==> src/rtl/spi_frame_sender.sv <==
// rtl/spi_frame_sender.sv - decimating pixel FIFO serialised over multi-lane SPI
//
// Purpose: accepts one pixel in every 2^DECIM_LOG2 columns and rows, queues
// {pixel, eol, eof} in a word FIFO and shifts each word out MSB-first over
// LINES lanes with a generated data clock and an active-low chip select.
//
// Ports:
//   clk_in, rst_in                 clock, asynchronous active-high reset
//   enable_in, pixel_valid_in      accept qualifiers
//   hcount_in, vcount_in, data_in  pixel position and value
//   chip_data_out/clk_out/sel_out  SPI pins (sel active low)
//   line_end_out, frame_end_out    one-cycle markers at chip select release
//   busy_out                       FIFO non-empty or word in progress
//   overflow_out, drop_count_out   sticky drop flag, saturating drop count
//   fifo_level_out                 FIFO occupancy

module spi_frame_sender #(
  parameter int DATA_WIDTH      = 8,
  parameter int LINES           = 4,
  parameter int DATA_CLK_PERIOD = 14,
  parameter int DECIM_LOG2      = 2,
  parameter int HCOUNT_WIDTH    = 10,
  parameter int VCOUNT_WIDTH    = 9,
  parameter int H_LAST          = 639,
  parameter int V_LAST          = 359,
  parameter int FIFO_DEPTH      = 16
) (
  input  logic                          clk_in,
  input  logic                          rst_in,
  input  logic                          enable_in,
  input  logic                          pixel_valid_in,
  input  logic [HCOUNT_WIDTH-1:0]       hcount_in,
  input  logic [VCOUNT_WIDTH-1:0]       vcount_in,
  input  logic [DATA_WIDTH-1:0]         data_in,
  output logic [LINES-1:0]              chip_data_out,
  output logic                          chip_clk_out,
  output logic                          chip_sel_out,
  output logic                          line_end_out,
  output logic                          frame_end_out,
  output logic                          busy_out,
  output logic                          overflow_out,
  output logic [15:0]                   drop_count_out,
  output logic [$clog2(FIFO_DEPTH):0]   fifo_level_out
);

  localparam int BEATS = DATA_WIDTH / LINES;
  localparam int HALF  = DATA_CLK_PERIOD / 2;
  localparam int AW    = $clog2(FIFO_DEPTH);
  localparam int EW    = DATA_WIDTH + 2;
  localparam int BW    = (BEATS > 1) ? $clog2(BEATS) : 1;
  localparam int PW    = $clog2(HALF + 1);

  localparam logic [HCOUNT_WIDTH-1:0] HMASK = HCOUNT_WIDTH'((1 << DECIM_LOG2) - 1);
  localparam logic [VCOUNT_WIDTH-1:0] VMASK = VCOUNT_WIDTH'((1 << DECIM_LOG2) - 1);
  localparam logic [HCOUNT_WIDTH-1:0] HSEL  = HCOUNT_WIDTH'(H_LAST) & ~HMASK;
  localparam logic [VCOUNT_WIDTH-1:0] VSEL  = VCOUNT_WIDTH'(V_LAST) & ~VMASK;

  typedef enum logic [1:0] {IDLE, SHIFT, GAP} state_t;

  // FIFO storage and bookkeeping
  logic [EW-1:0]  mem_q [FIFO_DEPTH];
  logic [AW-1:0]  wr_ptr_q, rd_ptr_q;
  logic [AW:0]    count_q;
  logic           overflow_q;
  logic [15:0]    drop_q;
  logic [EW-1:0]  rd_word;

  // Serialiser state
  state_t                state_q, state_d;
  logic [DATA_WIDTH-1:0] shreg_q, shreg_d;
  logic [BW-1:0]         beat_q, beat_d;
  logic [PW-1:0]         phase_q, phase_d;
  logic                  clk_q, clk_d;
  logic                  cs_q, cs_d;
  logic [LINES-1:0]      data_q, data_d;
  logic                  eol_q, eol_d, eof_q, eof_d;
  logic                  line_end_q, line_end_d, frame_end_q, frame_end_d;

  logic dec_ok, accept, full, push, pop, eol, eof;

  assign dec_ok = ((hcount_in & HMASK) == '0) && ((vcount_in & VMASK) == '0);
  assign accept = pixel_valid_in && enable_in && dec_ok;
  assign full   = (count_q == (AW+1)'(FIFO_DEPTH));
  // A full FIFO still takes a pixel when the FSM pops in the same cycle.
  assign push   = accept && (!full || pop);
  assign eol    = (hcount_in == HSEL);
  assign eof    = eol && (vcount_in == VSEL);
  assign rd_word = mem_q[rd_ptr_q];

  always_ff @(posedge clk_in) begin
    if (push) begin
      mem_q[wr_ptr_q] <= {data_in, eol, eof};
    end
  end

  always_ff @(posedge clk_in or posedge rst_in) begin
    if (rst_in) begin
      wr_ptr_q   <= '0;
      rd_ptr_q   <= '0;
      count_q    <= '0;
      overflow_q <= 1'b0;
      drop_q     <= '0;
    end else begin
      if (push) wr_ptr_q <= wr_ptr_q + 1'b1;
      if (pop)  rd_ptr_q <= rd_ptr_q + 1'b1;
      case ({push, pop})
        2'b10:   count_q <= count_q + 1'b1;
        2'b01:   count_q <= count_q - 1'b1;
        default: count_q <= count_q;
      endcase
      if (accept && !push) begin
        overflow_q <= 1'b1;
        if (drop_q != 16'hFFFF) drop_q <= drop_q + 1'b1;
      end
    end
  end

  always_ff @(posedge clk_in or posedge rst_in) begin
    if (rst_in) begin
      state_q     <= IDLE;
      shreg_q     <= '0;
      beat_q      <= '0;
      phase_q     <= '0;
      clk_q       <= 1'b0;
      cs_q        <= 1'b1;
      data_q      <= '0;
      eol_q       <= 1'b0;
      eof_q       <= 1'b0;
      line_end_q  <= 1'b0;
      frame_end_q <= 1'b0;
    end else begin
      state_q     <= state_d;
      shreg_q     <= shreg_d;
      beat_q      <= beat_d;
      phase_q     <= phase_d;
      clk_q       <= clk_d;
      cs_q        <= cs_d;
      data_q      <= data_d;
      eol_q       <= eol_d;
      eof_q       <= eof_d;
      line_end_q  <= line_end_d;
      frame_end_q <= frame_end_d;
    end
  end

  always_comb begin
    state_d     = state_q;
    shreg_d     = shreg_q;
    beat_d      = beat_q;
    phase_d     = phase_q;
    clk_d       = clk_q;
    cs_d        = cs_q;
    data_d      = data_q;
    eol_d       = eol_q;
    eof_d       = eof_q;
    line_end_d  = 1'b0;
    frame_end_d = 1'b0;
    pop         = 1'b0;
    case (state_q)
      IDLE: begin
        if (count_q != '0) begin
          pop     = 1'b1;
          shreg_d = rd_word[EW-1:2];
          data_d  = rd_word[EW-1 -: LINES];
          eol_d   = rd_word[1];
          eof_d   = rd_word[0];
          cs_d    = 1'b0;
          clk_d   = 1'b0;
          phase_d = '0;
          beat_d  = '0;
          state_d = SHIFT;
        end
      end
      SHIFT: begin
        if (phase_q == PW'(HALF - 1)) begin
          phase_d = '0;
          clk_d   = ~clk_q;
          // clk_q high here means this toggle is a falling edge.
          if (clk_q) begin
            if (beat_q == BW'(BEATS - 1)) begin
              cs_d        = 1'b1;
              clk_d       = 1'b0;
              data_d      = '0;
              line_end_d  = eol_q;
              frame_end_d = eof_q;
              state_d     = GAP;
            end else begin
              beat_d  = beat_q + 1'b1;
              shreg_d = shreg_q << LINES;
              data_d  = shreg_d[DATA_WIDTH-1 -: LINES];
            end
          end
        end else begin
          phase_d = phase_q + 1'b1;
        end
      end
      GAP: begin
        if (phase_q == PW'(HALF - 1)) begin
          phase_d = '0;
          state_d = IDLE;
        end else begin
          phase_d = phase_q + 1'b1;
        end
      end
      default: state_d = IDLE;
    endcase
  end

  assign chip_data_out  = data_q;
  assign chip_clk_out   = clk_q;
  assign chip_sel_out   = cs_q;
  assign line_end_out   = line_end_q;
  assign frame_end_out  = frame_end_q;
  assign busy_out       = (count_q != '0) || (state_q != IDLE);
  assign overflow_out   = overflow_q;
  assign drop_count_out = drop_q;
  assign fifo_level_out = count_q;

endmodule

==> config.mk <==
export PLATFORM = sky130hd
export DESIGN_NAME = spi_frame_sender
export DESIGN_NICKNAME = d
export VERILOG_FILES = /design/src/rtl/spi_frame_sender.sv
export SDC_FILE = /design/constraint.sdc
export NUM_CORES = 1
export LEC_CHECK = 0
export CAP_MARGIN = 20
export CORE_MARGIN = 2
export CORE_UTILIZATION = 55
export DETAILED_ROUTE_END_ITERATION = 12
export DONT_BUFFER_PORTS = 1
export GPL_TIMING_DRIVEN = 0
export PLACE_DENSITY = 0.7
export SLEW_MARGIN = 5
export SYNTH_ARGS = -nofsm -noshare
export SYNTH_HDL_FRONTEND = slang
export SYNTH_SLANG_ARGS = --single-unit
==> constraint.sdc <==
create_clock -name clk_in -period 5.4 [get_ports clk_in]
set_clock_uncertainty 0.1 [all_clocks]
set_input_delay 0.27 -clock clk_in [delete_from_list [all_inputs] [get_ports clk_in]]
set_output_delay 0.27 -clock clk_in [all_outputs]
set_load 0.01 [all_outputs]
* Word level (Yosys, flattened, before mapping)
Memory sizes are Yosys's and may differ from the RTL's.
Index checks and enable logic that the tools add are counted.
** Cells by class
- Add/subtract/negate cells :: 7
- Multiply operators :: 0
- Div/mod/pow operators :: 0
- $lt $le $gt $ge :: 0
- Eq/ne operators :: 15
- Shift operators :: 0
- Muxes and demuxes :: 45
- Bitwise logic cells :: 1
- Reduce and logical (&&, ||, !) cells :: 27
** Operator list (count)
- $mux 4 :: 8
- $mux 1 :: 22
- $add 16x1->16 const B :: 1
- $ne 16x16->1 const B :: 1
- $pmux 4 s2 :: 2
- $reduce_and 5->1 :: 3
- $ne 2x2->1 const B :: 6
- $eq 10x10->1 const B :: 1
- $logic_not 10->1 :: 1
- $mux 2 :: 5
- $pmux 5 s2 :: 1
- $eq 9x9->1 const B :: 1
- $logic_not 9->1 :: 1
- $add 4x1->4 const B :: 2
- $reduce_bool 2->1 :: 4
- $logic_and 1x1->1 :: 6
- $mux 3 :: 2
- $pmux 1 s2 :: 3
- $pmux 2 s3 :: 1
- $pmux 3 s2 :: 1
- $reduce_and 2->1 :: 3
- $add 5x1->5 const B :: 1
- $eq 5x5->1 const B :: 1
- $reduce_bool 5->1 :: 1
- 13 further kinds :: 17
** Word-level totals
- Bits in registers :: 50
- Latch bits :: 0
- Bits in writable memories :: 160
- Bits in read-only memories :: 0
- Bits of input ports :: 31
- Output and inout port bits :: 31
- Logic and storage cells :: 112
- Memories kept :: 1
** Memory list
- mem_q :: depth 16, bits a word 10, rd ports 1, clocked after memory_dff 0, wr ports 1, RTL line 61 : logic [EW-1:0] mem_q [FIFO_DEPTH];

* Longest topological paths before layout
- Depth in word-level cells :: 8
- Mapped depth :: 12
- Gate-level depth less buffers :: 11

* Worst setup path before layout
No wires, ideal clock.
- Path kind :: register to register
- Start :: register state_q[1]
- End :: memory mem_q[3][0] (netlist name), enable pin
- Data arrival time :: 2.367 ns
- Required time :: 4.893 ns
- Path slack :: 2.526 ns
- Stages on the path, launching flop included :: 7
- Buffers on the path :: 1
- Clock period less this slack :: 2.874 ns
- Path through :: dfrtp_1 > inv_1 > ha_1 > bufbuf_16 > or2b_2 > o211ai_1 > nor4b_1
** Between the ends
- Word-level cells in the longest chain between the ends :: 6
** RTL lines
- start, declared :: RTL line 69 : state_t state_q, state_d;
- start signal, assigned :: RTL line 132 : state_q <= state_d;
- $logic_not 2->1 :: RTL line 159 : case (state_q)
- $mux 1 :: RTL line 159
- $logic_or 1x1->1 :: RTL line 85 : assign push = accept && (!full || pop);
- $logic_and 1x1->1 :: RTL line 85
- $mux 1 :: RTL line 91 : if (push) begin
- $mux 1 (implied by the code) :: RTL line 92 : mem_q[wr_ptr_q] <= {data_in, eol, eof};
- end, declared :: RTL line 61
No other way between the ends.

* Worst setup path in the final report
- Start :: register state_q[1]
- End :: memory mem_q[5][4] (netlist name), enable pin
Same word-level chain as after synthesis.

==> flow_metrics.tcl <==
set metrics [dict create \
    dp_slack_ns 2.15 \
    ios 62 \
    grt_pass1_vias 4687 \
    core_area_um2 15800 \
    globalRouteMet2Util_pct 34.6 \
    grt_max_degree 43 \
    maxCapViolations 0 \
    dpl.hpwl_mm 11.3 \
    tightest_slew_ns 1.07 \
    gp_congestion 0.796 \
    syn_area_um2 8790 \
    synthCells 512 \
    clock_sinks 210 \
    cts_max_level 1 \
    grt_util_all_layers_pct 20.7 \
    final.period_utilization_pct 60.4 \
    cts_hold_buf 12 \
    layout_setup_ws_ns 2.14 \
    cts_tree "yes" \
    reg2reg_depth 8 \
    status "complete, no violations" \
    use_met1_pct 28.4 \
    synth_flop_cell "edfxtp_1" \
    ys_async_sr_fraction_pct 23.8 \
    synth_warnings 0 \
    post_cts_buffers 0 \
    clk_path_buf_depth 3 \
    dr.pass1.iters 4 \
    worst_r2r_endpoint "mem_q[5][4]$_DFFE_PP_" \
    fin_nets 599 \
    num_antenna_cells 0 \
    routed_wl_mm 17.0 \
    period_minus_slack_ns 3.26 \
    ctsResizeCount 0 \
    drtIter0Drc 339 \
    mostFrequentLayoutCells "edfxtp_1, dfrtp_1, mux4_2" \
    final_common_cell "edfxtp_1" \
    start_util_pct 55.7 \
    ys_ff_latch 210 \
    synth.net_count 557 \
    die_h_um 130 \
    setup_viol 0 \
    r2r-start "state_q[1]$_DFFE_PP0P_" \
    ir_drop_v 0.000306 \
    max_freq_mhz 306 \
    drt-wirelength-per-cell_um 21.6 \
    drc_errors 0 \
    endpoint_kind "flip-flop" \
    grt_pass1_wl_mm 26.1 \
    crit_buf_inv 2 \
    fp-row-count 46 \
    report.final.slew_viol_count 0 \
    vias 4623 \
    die_area_um2 17000 \
    syn_to_final_growth_pct 12.9 \
    clk_pin_slew_ns 0.06 \
    hold_path_class "in2async" \
    antenna_found_initial 0 \
    power.density_nw_per_um2 470 \
    r2r_slack_ns 2.14 \
    slew_headroom_pct 28.4 \
    synth_area_per_cell_um2 17.2 \
    path_delay_family "simple AND/OR/NAND/NOR gates" \
    grt_setup_unrepaired "false" \
    synth.distinct_cells 52 \
    startpoint_type "flip-flop" \
    total_power_w 0.00466 \
    slowest_stage "a211oi_1" \
    max_stage_delay_ns 0.80 \
    critPathArrivalTime_ns 3.29 \
    die_w_um 130 \
    grt-busiest-layer "met2" \
    required_ns 5.43 \
    critPathMaxFanout 10 \
    path_cells "inv_1, ha_1, bufbuf_16, nor2b_1, a211oi_1, nand2_1, nor2_1, and2_1" \
    clock_latency_ns 0.50 \
    cts_buffers 22 \
    vias_per_cell 5.89 \
    synth_enable_flop_cells 160 \
    leakagePower_nw 3.58 \
    seq_area_frac_synth_pct 68.9 \
    cts_root_buffer "clkbuf_16" \
    io_buffers 0 \
    drt.antenna.violating_nets 0 \
    finalHoldViolations 0 \
    fill_cells 1145 \
    whs_ns 0.0471 \
    overflow 0 \
    criticalPathCategory "reg2reg" \
    drive_gt1_share_pct 19.7 \
    fin_setup_tns_ns 0 \
    use_met3_pct 3.95 \
]
-- routing by layer --
layer,routed length [µm],vias to the layer above
met5,0,-
met2,8390,125
met4,300,0
li1,-,2095
met3,1150,22
met1,7120,2381
-- worst reg2reg max path: stages (launching register included) --
cell and delay, ns:
dfrtp_1 0.40, inv_1 0.13, ha_1 0.21, bufbuf_16 0.28, nor2b_1 0.06, a211oi_1 0.80, nand2_1 0.13, nor2_1 0.21
and2_1 0.55
-- power breakdown --
group / switching [W] / total, W / internal, W / leakage (nW)
clock: 0.000579 / 0.00135 / 0.000775 / 0.313
sequential: 0.000118 / 0.00196 / 0.00185 / 2.13
combinational: 0.000681 / 0.00135 / 0.000665 / 1.14
-- cells in the mapped netlist (all sizes together), types with 2 or more instances --
library cell  instances  area, µm²
nand2b                4       25.0
mux4                 42        946
nand2                27        101
xnor2                14        123
a31oi                 4       25.0
o21ai                 9       48.8
nor2                 18       75.1
a21o                  2       16.3
o21a                  2       15.0
xor2                  6       52.6
a22o                  2       17.5
clkbuf               10       37.5
ha                   13        163
and2                 12       76.3
nor3                  7       35.0
dfrtp                49       1230
nand4                 8       50.1
mux2                 10        113
inv                  16       60.1
mux2i                16        160
a221o                 8       80.1
edfxtp              160       4800
nand3                 9       50.1
nand4b                3       26.3
or3                   2       12.5
buf                   9       41.3
and3                 10       62.6
a21oi                11       55.1
nor2b                 4       25.0
nor4                  5       46.3
o22ai                 6       37.5
-- metrics by stage --
step	cells	instance area, µm²	utilization (%)
final	785	9920	62.9
after global routing	785	9920	62.9
after CTS	784	9910	62.8
after detailed placement	733	9140	58.0
after global placement	728	9060	57.4
after floorplan	512	8790	-
-- cell type report --
| cell class | instances | area [µm²] | area share (%) |
|---|---|---|---|
| multi-input combinational | 266 | 2590 | 26.1 |
| sequential | 210 | 6060 | 61.1 |
| inverter | 16 | 60.1 | 0.605 |
| buffer | 20 | 111 | 1.12 |
| tap | 216 | 270 | 2.72 |
| clock inverter | 11 | 53.8 | 0.542 |
| timing repair buffer | 18 | 185 | 1.87 |
| clock buffer | 28 | 594 | 5.99 |
-- kinds of logic after synthesis --
family                   synth area share [%]
XOR/XNOR                                 1.99
AND/OR/NAND/NOR                          7.65
flip-flops                               68.9
adder cells (fa/ha/maj)                  2.08
buffers and inverters                    1.95
AO/OA/AOI/OAI                            3.53
multiplexers                             13.9
-- flip-flops by register name, summed over array words and instances (netlist names), 2 cells and up --
register / flops
chip_data_out: 4
drop_count_out: 16
fifo_level_out: 5
mem_q: 160
phase_q: 3
rd_ptr_q: 4
shreg_q: 4
state_q: 2
wr_ptr_q: 4
-- worst max-delay path by stage --
stage                            from  slack [ns]  cells after the start                      to
2_1_floorplan  state_q[1]$_DFFE_PP0P_        2.53                      6   mem_q[3][0]$_DFFE_PP_
3_3_place_gp   state_q[1]$_DFFE_PP0P_        1.42                      6   mem_q[2][6]$_DFFE_PP_
3_5_place_dp   state_q[1]$_DFFE_PP0P_        2.15                      8   mem_q[6][6]$_DFFE_PP_
4_1_cts        state_q[1]$_DFFE_PP0P_        2.11                      8  mem_q[10][7]$_DFFE_PP_
5_1_grt        state_q[1]$_DFFE_PP0P_        1.92                      8   mem_q[5][9]$_DFFE_PP_
6_report       state_q[1]$_DFFE_PP0P_        2.14                      8   mem_q[5][4]$_DFFE_PP_
(Power assumes the default switching activity.)
